**src/rtl/wtm_dot_acc_4bit.sv**
```systemverilog
// Streaming 4-bit dot-product accumulator around a Wallace tree multiplier.
// Operand reg -> product reg -> accumulator -> held result, one pair/cycle.

module wtm_4bit_20BEE0082 (
  input  logic [3:0] a_i,
  input  logic [3:0] b_i,
  output logic [7:0] p_o
);

  function automatic logic [1:0] fa(
    input logic x,
    input logic y,
    input logic z
  );
    return {(x & y) | (x & z) | (y & z), x ^ y ^ z};
  endfunction

  function automatic logic [1:0] ha(
    input logic x,
    input logic y
  );
    return {x & y, x ^ y};
  endfunction

  // pp[i][j] = a[j] & b[i], weight i+j
  logic [3:0] pp [4];

  always_comb begin
    for (int i = 0; i < 4; i++) begin
      pp[i] = a_i & {4{b_i[i]}};
    end
  end

  logic s11, c11, s12, c12, s13, c13;
  logic s14, c14, s15, c15;
  logic s23, c23, s24, c24;
  logic s25, c25, s26, c26;
  logic [7:0] row_x, row_y;

  assign {c11, s11} = ha(pp[0][1], pp[1][0]);
  assign {c12, s12} = fa(pp[0][2], pp[1][1], pp[2][0]);
  assign {c13, s13} = fa(pp[0][3], pp[1][2], pp[2][1]);
  assign {c14, s14} = fa(pp[1][3], pp[2][2], pp[3][1]);
  assign {c15, s15} = ha(pp[2][3], pp[3][2]);

  assign {c23, s23} = fa(s13, pp[3][0], c12);
  assign {c24, s24} = ha(s14, c13);
  assign {c25, s25} = fa(s15, c14, c24);
  assign {c26, s26} = fa(pp[3][3], c15, c25);

  // two remaining rows go through the final carry-propagate add
  assign row_x = {c26, s26, s25, s24, s23, s12, s11, pp[0][0]};
  assign row_y = {3'b000, c23, 1'b0, c11, 2'b00};
  assign p_o   = row_x + row_y;

endmodule

module wtm_dot_acc_4bit #(
  parameter int N_TERMS = 8,
  parameter int ACC_W   = 16
) (
  input  logic             clk,
  input  logic             rst,
  input  logic             in_valid,
  output logic             in_ready,
  input  logic [3:0]       in_a,
  input  logic [3:0]       in_b,
  output logic             out_valid,
  input  logic             out_ready,
  output logic [ACC_W-1:0] out_sum,
  output logic             out_ovf,
  output logic             busy
);

  localparam int CW = (N_TERMS > 1) ? $clog2(N_TERMS) : 1;
  localparam logic [CW-1:0] LAST = CW'(N_TERMS - 1);

  logic [3:0]       op_a_q, op_a_d;
  logic [3:0]       op_b_q, op_b_d;
  logic             op_v_q, op_v_d;
  logic [7:0]       prod_q, prod_d;
  logic             prod_v_q, prod_v_d;
  logic [ACC_W-1:0] acc_q, acc_d;
  logic [CW-1:0]    cnt_q, cnt_d;
  logic             ovf_q, ovf_d;
  logic [ACC_W-1:0] sum_q, sum_d;
  logic             sovf_q, sovf_d;
  logic             ov_q, ov_d;

  logic             en;
  logic             accept;
  logic [7:0]       mul_p;
  logic [ACC_W:0]   sum_ext;

  wtm_4bit_20BEE0082 u_mul (
    .a_i (op_a_q),
    .b_i (op_b_q),
    .p_o (mul_p)
  );

  // a held, unconsumed result freezes the whole pipe
  assign en     = !rst && !(ov_q && !out_ready);
  assign accept = in_valid && en;

  assign in_ready  = en;
  assign out_valid = ov_q;
  assign out_sum   = sum_q;
  assign out_ovf   = sovf_q;
  assign busy      = op_v_q | prod_v_q | (cnt_q != '0);

  always_comb begin
    op_a_d   = op_a_q;
    op_b_d   = op_b_q;
    op_v_d   = op_v_q;
    prod_d   = prod_q;
    prod_v_d = prod_v_q;
    acc_d    = acc_q;
    cnt_d    = cnt_q;
    ovf_d    = ovf_q;
    sum_d    = sum_q;
    sovf_d   = sovf_q;
    ov_d     = ov_q;
    sum_ext  = {1'b0, acc_q} + (ACC_W + 1)'(prod_q);
    if (en) begin
      op_v_d = accept;
      if (accept) begin
        op_a_d = in_a;
        op_b_d = in_b;
      end
      prod_d   = mul_p;
      prod_v_d = op_v_q;
      ov_d     = 1'b0;
      if (prod_v_q) begin
        if (cnt_q == LAST) begin
          sum_d  = sum_ext[ACC_W-1:0];
          sovf_d = ovf_q | sum_ext[ACC_W];
          ov_d   = 1'b1;
          acc_d  = '0;
          cnt_d  = '0;
          ovf_d  = 1'b0;
        end else begin
          acc_d = sum_ext[ACC_W-1:0];
          cnt_d = cnt_q + CW'(1);
          ovf_d = ovf_q | sum_ext[ACC_W];
        end
      end
    end
  end

  always_ff @(posedge clk) begin
    if (rst) begin
      op_a_q   <= '0;
      op_b_q   <= '0;
      op_v_q   <= 1'b0;
      prod_q   <= '0;
      prod_v_q <= 1'b0;
      acc_q    <= '0;
      cnt_q    <= '0;
      ovf_q    <= 1'b0;
      sum_q    <= '0;
      sovf_q   <= 1'b0;
      ov_q     <= 1'b0;
    end else begin
      op_a_q   <= op_a_d;
      op_b_q   <= op_b_d;
      op_v_q   <= op_v_d;
      prod_q   <= prod_d;
      prod_v_q <= prod_v_d;
      acc_q    <= acc_d;
      cnt_q    <= cnt_d;
      ovf_q    <= ovf_d;
      sum_q    <= sum_d;
      sovf_q   <= sovf_d;
      ov_q     <= ov_d;
    end
  end

endmodule
```
**config.mk**
```make
export PLATFORM = sky130hd
export DESIGN_NAME = wtm_dot_acc_4bit
export DESIGN_NICKNAME = d
export VERILOG_FILES = /design/src/rtl/wtm_dot_acc_4bit.sv
export SDC_FILE = /design/constraint.sdc
export NUM_CORES = 1
export LEC_CHECK = 0
export ABC_AREA = 1
export BUFFER_PORTS_ARGS = -buffer_cell sky130_fd_sc_hd__buf_2
export CORE_UTILIZATION = 25
export DETAILED_ROUTE_END_ITERATION = 10
export MAX_ROUTING_LAYER = met4
export PLACE_DENSITY = 0.47
export SYNTH_ARGS = -nofsm -noshare
export SYNTH_HDL_FRONTEND = slang
export SYNTH_SLANG_ARGS = --single-unit
```
**constraint.sdc**
```tcl
create_clock -name clk -period 7.44 [get_ports clk]
set_input_delay 0.744 -clock clk [delete_from_list [all_inputs] [get_ports clk]]
set_output_delay 0.744 -clock clk [all_outputs]
set_load 0.005 [all_outputs]
```
==> results by group, run 1 <==
Floorplanning
  • Core area: 12100 um^2
  • Rows: 40
  • Starting density of the core: 25.8%
  • Die Ht: 114 um
  • Die W: 114 um
  • Io pins: 32
  • Die area: 12900 um^2

Timing
  • Hold Vio Cnt, Final: 0
  • Worst Max-Slew Pin Slew: 0.548 ns
  • Final slew viol count: 0
  • Clock Skew: 0.0147 ns
  • Fmax: 388 MHz
  • Rel. slew slack: 63.3%
  • Tmin final: 2.58 ns
  • Period Utilization, post-route: 34.7%
  • Total Neg Setup Slack: 0 ns
  • Unrepaired setup endpoints after global routing: no
  • Final setup vio count: 0
  • Final WS setup: 4.86 ns

Drt
  • Vias after detailed routing: 2686
  • Drt wl/cell: 11.3 um
  • DR vias/cell: 4.26
  • Final WL: 7.14 mm
  • # DRC: 0
  • Routed Antenna Nets: 0
  • 1st-iter DRT viols: 109
  • DR pass1 iterations: 4

Final layout
  • N_diodes: 0
  • Area grow syn2layout: 14.4%
  • Final nets: 497
  • Fillers: 1353
  • Layout cells sized above 1: 11.5%

Yosys
  • Syn_nets: 469
  • Compound-Gate Fraction of Synth Area: 9.13%
  • Fraction of registers with async set/reset: 0%
  • Post-synthesis mux area share: 0%
  • Synth Instances: 433
  • Top FF cell, synth: dfxtp_1
  • Syn. warnings: 0
  • Seq cells post-synth: 56
  • Synth unique cells: 29
  • Register area share after synthesis: 36.0%
  • XOR/XNOR Fraction of Synth Area: 1.69%
  • Post-synth EDFFs: 0
  • Synthesized area per cell: 7.18 um^2
  • Mapped cell area: 3110 um^2
  • Largest family of logic cells by synthesized area: simple AND/OR/NAND/NOR gates
  • Post-Synth Adder-Cell Area: 11.3%
  • Simple-Gate Fraction of Synth Area: 32.0%

Outcome
  • Status: finished clean

Clocking
  • Post-CTS sizing: 0
  • CTS H-tree depth: 2
  • Root Buffer: clkbuf_16
  • Clock Sink Count: 56
  • Worst-skew pair later-pin latency: 0.30 ns
  • CTS tree: built
  • Post-CTS Setup Bufs: 0
  • Max Root-Sink Buffers: 2
  • CTS clock-pin slew for the worst setup and hold paths: 0.07 ns
  • Hold-fix buffers, CTS: 0
  • CTS Buf Count: 5

Worst setup path
  • Reg-to-reg endpoint: prod_q[7]
  • Data required, critical path: 7.61 ns
  • Crit. End Element: flip-flop
  • Critical path type: flip-flop to flip-flop
  • Worst r2r path cells: 14
  • Worst Path Arrival: 2.75 ns
  • Reg2reg setup slack: 4.86 ns
  • FF-to-FF Start: op_b_q[0]
  • Startpoint Class: flip-flop
  • CP Max Fanout: 5

Pwr
  • Pwr Density: 167 nW/um^2
  • VDD IR max: 77.6 uV
  • Leakage Power: 1.83 nW

Global routing
  • Initial antenna violation count: 0
  • Largest net degree at the start of global routing: 23
  • Wire length of the first global-routing pass: 12.1 mm
  • Number of global-route vias before repair: 2522
  • GR Overflow Total: 0
  • Tot GR Track Use: 12.2%

Job
  • Max Cap Viol: 0

Placement
  • Dpl hpwl: 5.49 mm
  • Placer Congestion: 0.835
  • Setup WS pre-CTS: 4.87 ns
  • I/O Buffers: 31

Min path
  • Hold endpoint: out_sum[0]
  • Hold path cells: 2
  • Hold Startpoint: out_sum[0]
  • Hold crit path type: flip-flop to flip-flop
==> stage by stage <==
stage | instances | hold WS [ns] | instance area (um^2) | utilization [%] | total power [mW]
after floorplan | 433 | 0.441 | 3110 | - | 0.343
after global placement | 622 | 0.433 | 3400 | 28.2 | 0.353
after detailed placement | 622 | 0.439 | 3400 | 28.2 | 0.354
after CTS | 630 | 0.455 | 3560 | 29.5 | 0.602
after global routing | 630 | 0.467 | 3560 | 29.5 | 0.623
final | 630 | 0.449 | 3560 | 29.5 | 0.593
==> worst max-delay path, cell delays in order (launching register included) <==
cell,delay [ns]
dfxtp_1,0.35
nand2_1,0.08
inv_1,0.05
fa_1,0.53
inv_1,0.06
fa_1,0.42
inv_1,0.07
ha_1,0.18
nand2_1,0.06
o21ai_0,0.19
inv_1,0.06
nor2_1,0.16
nand3_1,0.10
nand2_1,0.07
o21ai_0,0.07
==> synthesized netlist by cell type (3+ instances only) <==
cell,count,share of area [%]
clkbuf_1,3,0.36
buf_6,4,1.4
nand4_1,3,0.60
nor2_1,13,1.6
o21ai_0,15,2.4
dfxtp_1,56,36
nor2_8,3,1.9
ha_1,17,6.8
xor2_1,5,1.4
fa_1,7,4.5
nand2_1,149,18
nor3_1,3,0.48
inv_1,56,6.8
a22o_1,5,1.4
inv_2,3,0.36
a21oi_1,24,3.9
nand3_1,49,7.9
nand3b_1,3,0.72
==> layout by cell type, fill, tap and decap left out, drive strengths merged <==
cell type  instances
a21oi             24
a31oi              1
nor3               3
or2                2
inv               62
nand2            151
clkbuf             6
a22o               5
buf               31
ha                17
clkinv             1
o22ai              1
nand4              3
xor2               5
nand3             49
xnor2              1
fa                 7
a21o               1
o21ai             17
nand3b             3
nor2              16
dfxtp             56
==> layout make-up <==
class / count / area (um^2) / share of cell area (%)
Inverter: 61 / 234 / 6.58
Sequential cell: 56 / 1120 / 31.5
Tap cell: 168 / 210 / 5.91
Timing Repair Buffer: 31 / 155 / 4.36
Multi-Input combinational cell: 306 / 1680 / 47.3
Clock buffer: 6 / 139 / 3.90
Clock inverter: 2 / 13.8 / 0.387
==> per-layer routing <==
layer / GRT usage [%] / share of wire [%] / vias to the layer above
li1: - / - / 1431
met1: 15.9 / 50 / 1212
met2: 19.3 / 46 / 36
met3: 2.44 / 2.8 / 7
met4: 2.89 / 0.91 / 0
met5: - / 0 / -
==> flip-flops by register name (all words and copies together), names as in the netlist <==
signal     flops
op_a_q         4
op_b_q         4
acc_q         16
out_sum       16
prod_q         8
op_v_q         1
out_valid      1
prod_v_q       1
cnt_q          3
out_ovf        1
ovf_q          1
==> power by group <==
part | total, mW | switching, mW | leakage (nW) | internal, mW
Combinational | 0.0351 | 0.0228 | 1.29 | 0.0123
Clock | 0.247 | 0.112 | 0.0772 | 0.135
Sequential | 0.311 | 0.00571 | 0.454 | 0.305
==> logic make-up after synthesis <==
logic type | after synthesis
simple gates | 227
buf+inv | 71
flops | 56
compound gates | 49
fa+ha+maj | 24
xor+xnor | 6
==> worst max path at each step <==
stage | startpoint | to | slack [ns] | depth (start not counted)
floorplan | op_b_q[1] | prod_q[7] | 5.11 | 10
global placement | rst | in_ready | 4.88 | 5
detailed placement | rst | in_ready | 4.87 | 5
CTS | rst | in_ready | 4.87 | 5
global route | op_b_q[1] | prod_q[7] | 4.63 | 12
finish | op_b_q[0] | prod_q[7] | 4.86 | 14
Note: power is estimated with default switching activity, not from simulation.
==> run 2: changes to the inputs <==
--- a/config.mk
+++ b/config.mk
@@ -10,7 +10,7 @@
 export CORE_UTILIZATION = 25
 export DETAILED_ROUTE_END_ITERATION = 10
 export MAX_ROUTING_LAYER = met4
-export PLACE_DENSITY = 0.47
+export PLACE_DENSITY = 0.49
 export SYNTH_ARGS = -nofsm -noshare
 export SYNTH_HDL_FRONTEND = slang
 export SYNTH_SLANG_ARGS = --single-unit
==> constraint.sdc (replaced) <==
create_clock -name clk -period 2.35 [get_ports clk]
set_input_delay 0.235 -clock clk [delete_from_list [all_inputs] [get_ports clk]]
set_output_delay 0.235 -clock clk [all_outputs]
set_load 0.005 [all_outputs]
==> run 2 against run 1 <==
First-iteration DRC count shrank 28%. Largest power group unchanged. Clock power grew to 3.2 times the previous value. Worst setup slack lost 4.8 ns. Count of clock-buffer cells in the layout grew 1. Fmax grew 11%. Sequential power grew to 3.2 times the previous value. Die area is the same. Critical path type unchanged. Via count grew 1.2%. Highest routed layer unchanged. Hold slack lost 0.33 ns. Final area grew 3.9%. Combinational power grew to 4.1 times the previous value.
==> results by group, run 2 (synthesized netlist as in run 1, its figures left out) <==
Outcome
  • Status: finished clean (unchanged)

Worst setup path
  • Largest stage delay, worst path: 0.48 ns (was 0.53 ns)
  • Reg2reg setup slack: 0.04 ns (was 4.86 ns)
  • Crit. End Element: flip-flop (unchanged)
  • Worst Path Arrival: 2.56 ns (was 2.75 ns)
  • Slowest-stage cell, CP: fa_1 (unchanged)
  • Critical path type: flip-flop to flip-flop (unchanged)
  • Data required, critical path: 2.59 ns (was 7.61 ns)
  • Most used cell along the critical path: inv_2 (was inv_1)
  • CP Max Fanout: 4 (was 5)
  • Crit path cell chain: nand2_2 > fa_1 > inv_2 > ha_4 > inv_2 > fa_2 > inv_2 > fa_1 > nand3_1 > nand2_1 > o21ai_1 (was nand2_1 > inv_1 > fa_1 > inv_1 > fa_1 > inv_1 > ha_1 > nand2_1 > o21ai_0 > inv_1 > nor2_1 > nand3_1 > nand2_1 > o21ai_0)
  • Startpoint Class: flip-flop (unchanged)

Placement
  • Dpl hpwl: 5.35 mm (was 5.49 mm)
  • Placer Congestion: 0.877 (was 0.835)
  • Post-DP Area: 3480 um^2 (was 3400 um^2)
  • I/O Buffers: 31 (unchanged)
  • Setup WS pre-CTS: -0.0601 ns (was 4.87 ns)

Pwr
  • Internal Power: 1.45 mW (was 0.452 mW)
  • Switching Power: 0.458 mW (was 0.140 mW)
  • Switch share: 24.0% (was 23.7%)
  • Leakage Power: 1.86 nW (was 1.83 nW)
  • Pwr Density: 516 nW/um^2 (was 167 nW/um^2)
  • Clock network fraction of design power: 41.1% (was 41.6%)
  • Seq pwr share: 51.4% (was 52.5%)
  • Tot Pwr: 1.91 mW (was 0.593 mW)
  • VDD IR max: 257 uV (was 77.6 uV)
  • Combinational power share: 7.5% (was 5.9%)

Clocking
  • Clock Sink Count: 56 (unchanged)
  • CTS clock-pin slew for the worst setup and hold paths: 0.07 ns (about the same)
  • Max Root-Sink Buffers: 2 (unchanged)
  • CTS tree: built (unchanged)
  • CTS H-tree depth: 2 (unchanged)
  • Root Buffer: clkbuf_16 (unchanged)
  • CTS Buf Count: 5 (unchanged)
  • Worst-skew pair later-pin latency: 0.30 ns (about the same)

Global routing
  • Wire length of the first global-routing pass: 12.1 mm (about the same)
  • GR Overflow Total: 0 (unchanged)
  • Initial antenna violation count: 0 (unchanged)
  • Number of global-route vias before repair: 2647 (was 2522)
  • Tot GR Track Use: 12.3% (was 12.2%)
  • Largest net degree at the start of global routing: 23 (unchanged)

Drt
  • Routed Antenna Nets: 0 (unchanged)
  • Vias after detailed routing: 2718 (was 2686)
  • 1st-iter DRT viols: 79 (was 109)
  • Drt wl/cell: 11.3 um (about the same)
  • DR pass1 iterations: 4 (unchanged)
  • # DRC: 0 (unchanged)
  • Final WL: 7.21 mm (was 7.14 mm)
  • DR vias/cell: 4.25 (was 4.26)

Final layout
  • Layout cells sized above 1: 18.9% (was 11.5%)
  • Commonest cells after routing, fill and taps aside: nand2_1, dfxtp_1, nand3_1, inv_1, buf_2 (was nand2_1, inv_1, dfxtp_1, nand3_1, buf_2)
  • Final nets: 507 (was 497)
  • Area grow syn2layout: 18.8% (was 14.4%)
  • Fillers: 1328 (was 1353)
  • N_diodes: 0 (unchanged)
  • Commonest non-fill, non-tap cell in the layout: nand2_1 (unchanged)
  • Multi-input gate area: 1740 um^2 (was 1680 um^2)
  • Design area: 3700 um^2 (was 3560 um^2)
  • Register area: 1130 um^2 (was 1120 um^2)

Timing
  • Period Utilization, post-route: 98.5% (was 34.7%)
  • Hold Slack: 0.121 ns (was 0.449 ns)
  • Final WS setup: 0.0357 ns (was 4.86 ns)
  • Unrepaired setup endpoints after global routing: yes (was no)
  • Final setup vio count: 0 (unchanged)
  • Rel. slew slack: 61.4% (was 63.3%)
  • Hold Vio Cnt, Final: 0 (unchanged)
  • Worst Max-Slew Pin Slew: 0.577 ns (was 0.548 ns)
  • Clock Skew: 0.00438 ns (was 0.0147 ns)
  • Tmin final: 2.31 ns (was 2.58 ns)
  • Final slew viol count: 0 (unchanged)
  • Fmax: 432 MHz (was 388 MHz)

Floorplanning
  • Die Ht: 114 um (unchanged)
  • Starting density of the core: 25.8% (unchanged)
  • Die area: 12900 um^2 (unchanged)
  • Die W: 114 um (unchanged)
  • Io pins: 32 (unchanged)
  • Rows: 40 (unchanged)
  • Core area: 12100 um^2 (unchanged)

Min path
  • Hold crit path type: input pin to flip-flop (was flip-flop to flip-flop)

Job
  • Max Cap Viol: 0 (unchanged)
## run 2: final cells by class
cell class,instances,share of cell area (%)
Multi-Input combinational cell,306,47.1
Sequential cell,56,30.6
Inverter,61,6.33
Timing Repair Buffer,41,6.23
Tap cell,168,5.69
Clock buffer,7,3.86
Clock inverter,1,0.203
## run 2: per-stage QoR
stage	setup TNS (ns)	std cells	utilization, %
after detailed placement	-0.0811	632	28.8
after global routing	-0.165	640	30.6
final	0	640	30.6
after floorplan	0	433	-
after global placement	-0.0157	632	28.8
after CTS	-0.00520	640	30.2
## run 2: layer usage
metal | GRT usage, % | part of all wire (%) | up-vias
li1 | - | - | 1450
met3 | 2.60 | 2.9 | 10
met1 | 15.0 | 49 | 1227
met4 | 4.47 | 1.7 | 0
met2 | 20.0 | 46 | 31
met5 | - | 0 | -
## run 2: worst paths after layout
kind,from,end,cells past startpoint
min,in_a[0],op_a_q[0],3
min reg2reg,out_sum[0],out_sum[0],2
max,op_a_q[2],prod_q[7],11
max reg2reg,op_a_q[2],prod_q[7],11
## run 2: power groups by stage
stage / clock network, mW / logic [mW] / registers (mW)
2_1_floorplan: 0 / 0.0855 / 1.00
3_3_place_gp: 0 / 0.137 / 0.999
3_5_place_dp: 0 / 0.137 / 1.00
4_1_cts: 0.815 / 0.139 / 0.980
5_1_grt: 0.838 / 0.165 / 0.982
6_report: 0.784 / 0.144 / 0.980
## run 2: repair_timing
action | 4_1_cts | 5_1_grt
gates resized for setup | 11 | 21
setup buffers | 0 | 0
hold buffers | 0 | 0
pin swaps | 4 | 10
endpoints found under the setup margin | 2 | 3
## run 2: critical path: cells and delay by family (launching register included)
| kind | cells | cell delay, ns |
|---|---|---|
| adders and majority gates | 4 | 1.38 |
| DFF | 1 | 0.37 |
| and+or+nand+nor | 3 | 0.20 |
| buffers and inverters | 3 | 0.17 |
| AOI/OAI and AO/OA | 1 | 0.12 |
==> run 3: changes to the inputs <==
--- a/config.mk
+++ b/config.mk
@@ -9,6 +9,7 @@
 export BUFFER_PORTS_ARGS = -buffer_cell sky130_fd_sc_hd__buf_2
 export CORE_UTILIZATION = 25
 export DETAILED_ROUTE_END_ITERATION = 10
+export GPL_TIMING_DRIVEN = 0
 export MAX_ROUTING_LAYER = met4
 export PLACE_DENSITY = 0.49
 export SYNTH_ARGS = -nofsm -noshare
==> run 3 against run 2 <==
Power rose by 0.15%. First-iteration DRC count grew 23%. Final area increased by 1.2%. Clock skew up 0.0011 ns. Hold slack improved by 0.0048 ns.
==> results by group, run 3 (synthesized netlist as in run 1, its figures left out) <==
Timing
  • Final setup vio count: 0 (unchanged)
  • Period Utilization, post-route: 97.4% (was 98.5%)
  • Worst Max-Slew Pin Slew: 0.577 ns (about the same)
  • Fmax: 437 MHz (was 432 MHz)
  • Final slew viol count: 0 (unchanged)
  • Tmin final: 2.29 ns (was 2.31 ns)
  • Rel. slew slack: 61.5% (was 61.4%)
  • Hold Vio Cnt, Final: 0 (unchanged)
  • Clock Skew: 0.00552 ns (was 0.00438 ns)
  • Total Neg Setup Slack: 0 ns (unchanged)
  • Unrepaired setup endpoints after global routing: yes (unchanged)

Clocking
  • Clock Sink Count: 56 (unchanged)
  • Worst-skew pair later-pin latency: 0.30 ns (about the same)
  • CTS clock-pin slew for the worst setup and hold paths: 0.07 ns (about the same)
  • CTS Buf Count: 5 (unchanged)
  • CTS H-tree depth: 2 (unchanged)
  • Root Buffer: clkbuf_16 (unchanged)
  • Max Root-Sink Buffers: 2 (unchanged)
  • CTS tree: built (unchanged)

Global routing
  • Largest net degree at the start of global routing: 18 (was 23)
  • Tot GR Track Use: 12.8% (was 12.3%)
  • Wire length of the first global-routing pass: 12.7 mm (was 12.1 mm)
  • Initial antenna violation count: 0 (unchanged)
  • GR Overflow Total: 0 (unchanged)
  • Number of global-route vias before repair: 2689 (was 2647)

Drt
  • Routed Antenna Nets: 0 (unchanged)
  • Drt wl/cell: 11.4 um (was 11.3 um)
  • 1st-iter DRT viols: 97 (was 79)
  • # DRC: 0 (unchanged)
  • Final WL: 7.35 mm (was 7.21 mm)
  • DR vias/cell: 4.29 (was 4.25)
  • Vias after detailed routing: 2769 (was 2718)
  • DR pass1 iterations: 4 (unchanged)

Floorplanning
  • Die W: 114 um (unchanged)
  • Core area: 12100 um^2 (unchanged)
  • Io pins: 32 (unchanged)
  • Die Ht: 114 um (unchanged)
  • Starting density of the core: 25.8% (unchanged)
  • Die area: 12900 um^2 (unchanged)
  • Rows: 40 (unchanged)

Worst setup path
  • FF-to-FF Start: op_b_q[1] (was op_a_q[2])
  • Startpoint Class: flip-flop (unchanged)
  • Critical path type: flip-flop to flip-flop (unchanged)
  • Data required, critical path: 2.55 ns (was 2.59 ns)
  • Crit path capture: prod_q[7] (unchanged)
  • CP Max Fanout: 4 (unchanged)
  • Crit. End Element: flip-flop (unchanged)
  • Reg-to-reg endpoint: prod_q[7] (unchanged)
  • Worst setup path start: op_b_q[1] (was op_a_q[2])
  • Reg2reg setup slack: 0.06 ns (was 0.04 ns)
  • Worst r2r path cells: 11 (unchanged)
  • Worst Path Arrival: 2.49 ns (was 2.56 ns)

Pwr
  • Leakage Power: 1.89 nW (was 1.86 nW)
  • Seq pwr share: 51.4% (about the same)
  • VDD IR max: 392 uV (was 257 uV)
  • Combinational power share: 7.2% (was 7.5%)
  • Internal Power: 1.45 mW (about the same)
  • Switching Power: 0.462 mW (was 0.458 mW)
  • Clock network fraction of design power: 41.4% (was 41.1%)
  • Switch share: 24.2% (was 24.0%)
  • Pwr Density: 511 nW/um^2 (was 516 nW/um^2)
  • Tot Pwr: 1.91 mW (about the same)

Final layout
  • Layout cells sized above 1: 18.4% (was 18.9%)
  • Final nets: 513 (was 507)
  • N_diodes: 0 (unchanged)
  • Commonest non-fill, non-tap cell in the layout: nand2_1 (unchanged)
  • Area grow syn2layout: 20.2% (was 18.8%)
  • Commonest cells after routing, fill and taps aside: nand2_1, inv_1, nand3_1, dfxtp_1, buf_2 (was nand2_1, dfxtp_1, nand3_1, inv_1, buf_2)

Outcome
  • Status: finished clean (unchanged)

Placement
  • Placer Congestion: 0.871 (was 0.877)
  • I/O Buffers: 30 (was 31)
  • Dpl hpwl: 5.61 mm (was 5.35 mm)

Min path
  • Hold crit path type: input pin to flip-flop (unchanged)
  • Hold path cells: 3 (unchanged)

Job
  • Max Cap Viol: 0 (unchanged)
==> run 3: worst min-delay path by stage <==
stage,from,endpoint,slack [ns]
2_1_floorplan,in_b[3],op_b_q[3],0.35
3_3_place_gp,in_b[1],op_b_q[1],0.43
3_5_place_dp,out_sum[1],out_sum[1],0.43
4_1_cts,in_a[2],op_a_q[2],0.12
5_1_grt,in_b[0],op_b_q[0],0.13
6_report,in_a[2],op_a_q[2],0.13
==> run 3: power by group through the flow <==
| stage | Clock, mW | Combinational [mW] | Sequential, mW |
|---|---|---|---|
| floorplan | 0 | 0.0855 | 1.00 |
| global placement | 0 | 0.121 | 1.01 |
| detailed placement | 0 | 0.122 | 1.01 |
| CTS | 0.819 | 0.135 | 0.982 |
| global route | 0.860 | 0.158 | 0.985 |
| finish | 0.791 | 0.138 | 0.982 |
==> run 3: cell type report <==
cell class              instances  area (um^2)
flip-flops and latches         56         1140
plain buffers                  10         71.3
clock inverters                 2         13.8
fillers                      1340         8320
well taps                     168          210
clock buffers                   6          139
repair buffers                 37          203
multi-input cells             306         1730
inverters                      61          234
==> run 3: timing repair <==
item / 4_1_cts / 5_1_grt
gates resized for setup: 19 / 10
hold buffers: 0 / 0
pin swaps: 4 / 7
setup buffers: 4 / 3
endpoints found under the hold margin: 0 / 0
gates cloned: 0 / 0
endpoints found under the setup margin: 3 / 3
==> run 3: worst max-delay path, cell delays in order (launching register included) <==
cell     delay (ns)
dfxtp_4        0.36
nand2_2        0.06
fa_1           0.52
inv_1          0.04
ha_1           0.18
inv_1          0.06
fa_2           0.19
inv_2          0.04
fa_2           0.55
nand3_1        0.08
nand2_1        0.06
o21ai_1        0.05
==> run 3: through the flow <==
step	util (%)	hold slack [ns]	std cells	worst slack [ns]	cell area [um^2]
4_1_cts	30.6	0.119	643	0.0265	3690
6_report	31.0	0.126	646	0.0607	3740
3_5_place_dp	28.8	0.428	631	-0.139	3470
5_1_grt	31.0	0.133	646	-0.0721	3740
3_3_place_gp	28.8	0.429	631	-0.138	3470
2_1_floorplan	-	0.346	433	0.0216	3110
==> run 3: routing by layer <==
layer  track usage, %  vias up  share of wire, %
li1                 -     1466                 -
met1             16.6     1251                49
met2             20.3       45                46
met3             2.55        7               3.6
met4             3.42        0               1.1
met5                -        -                 0
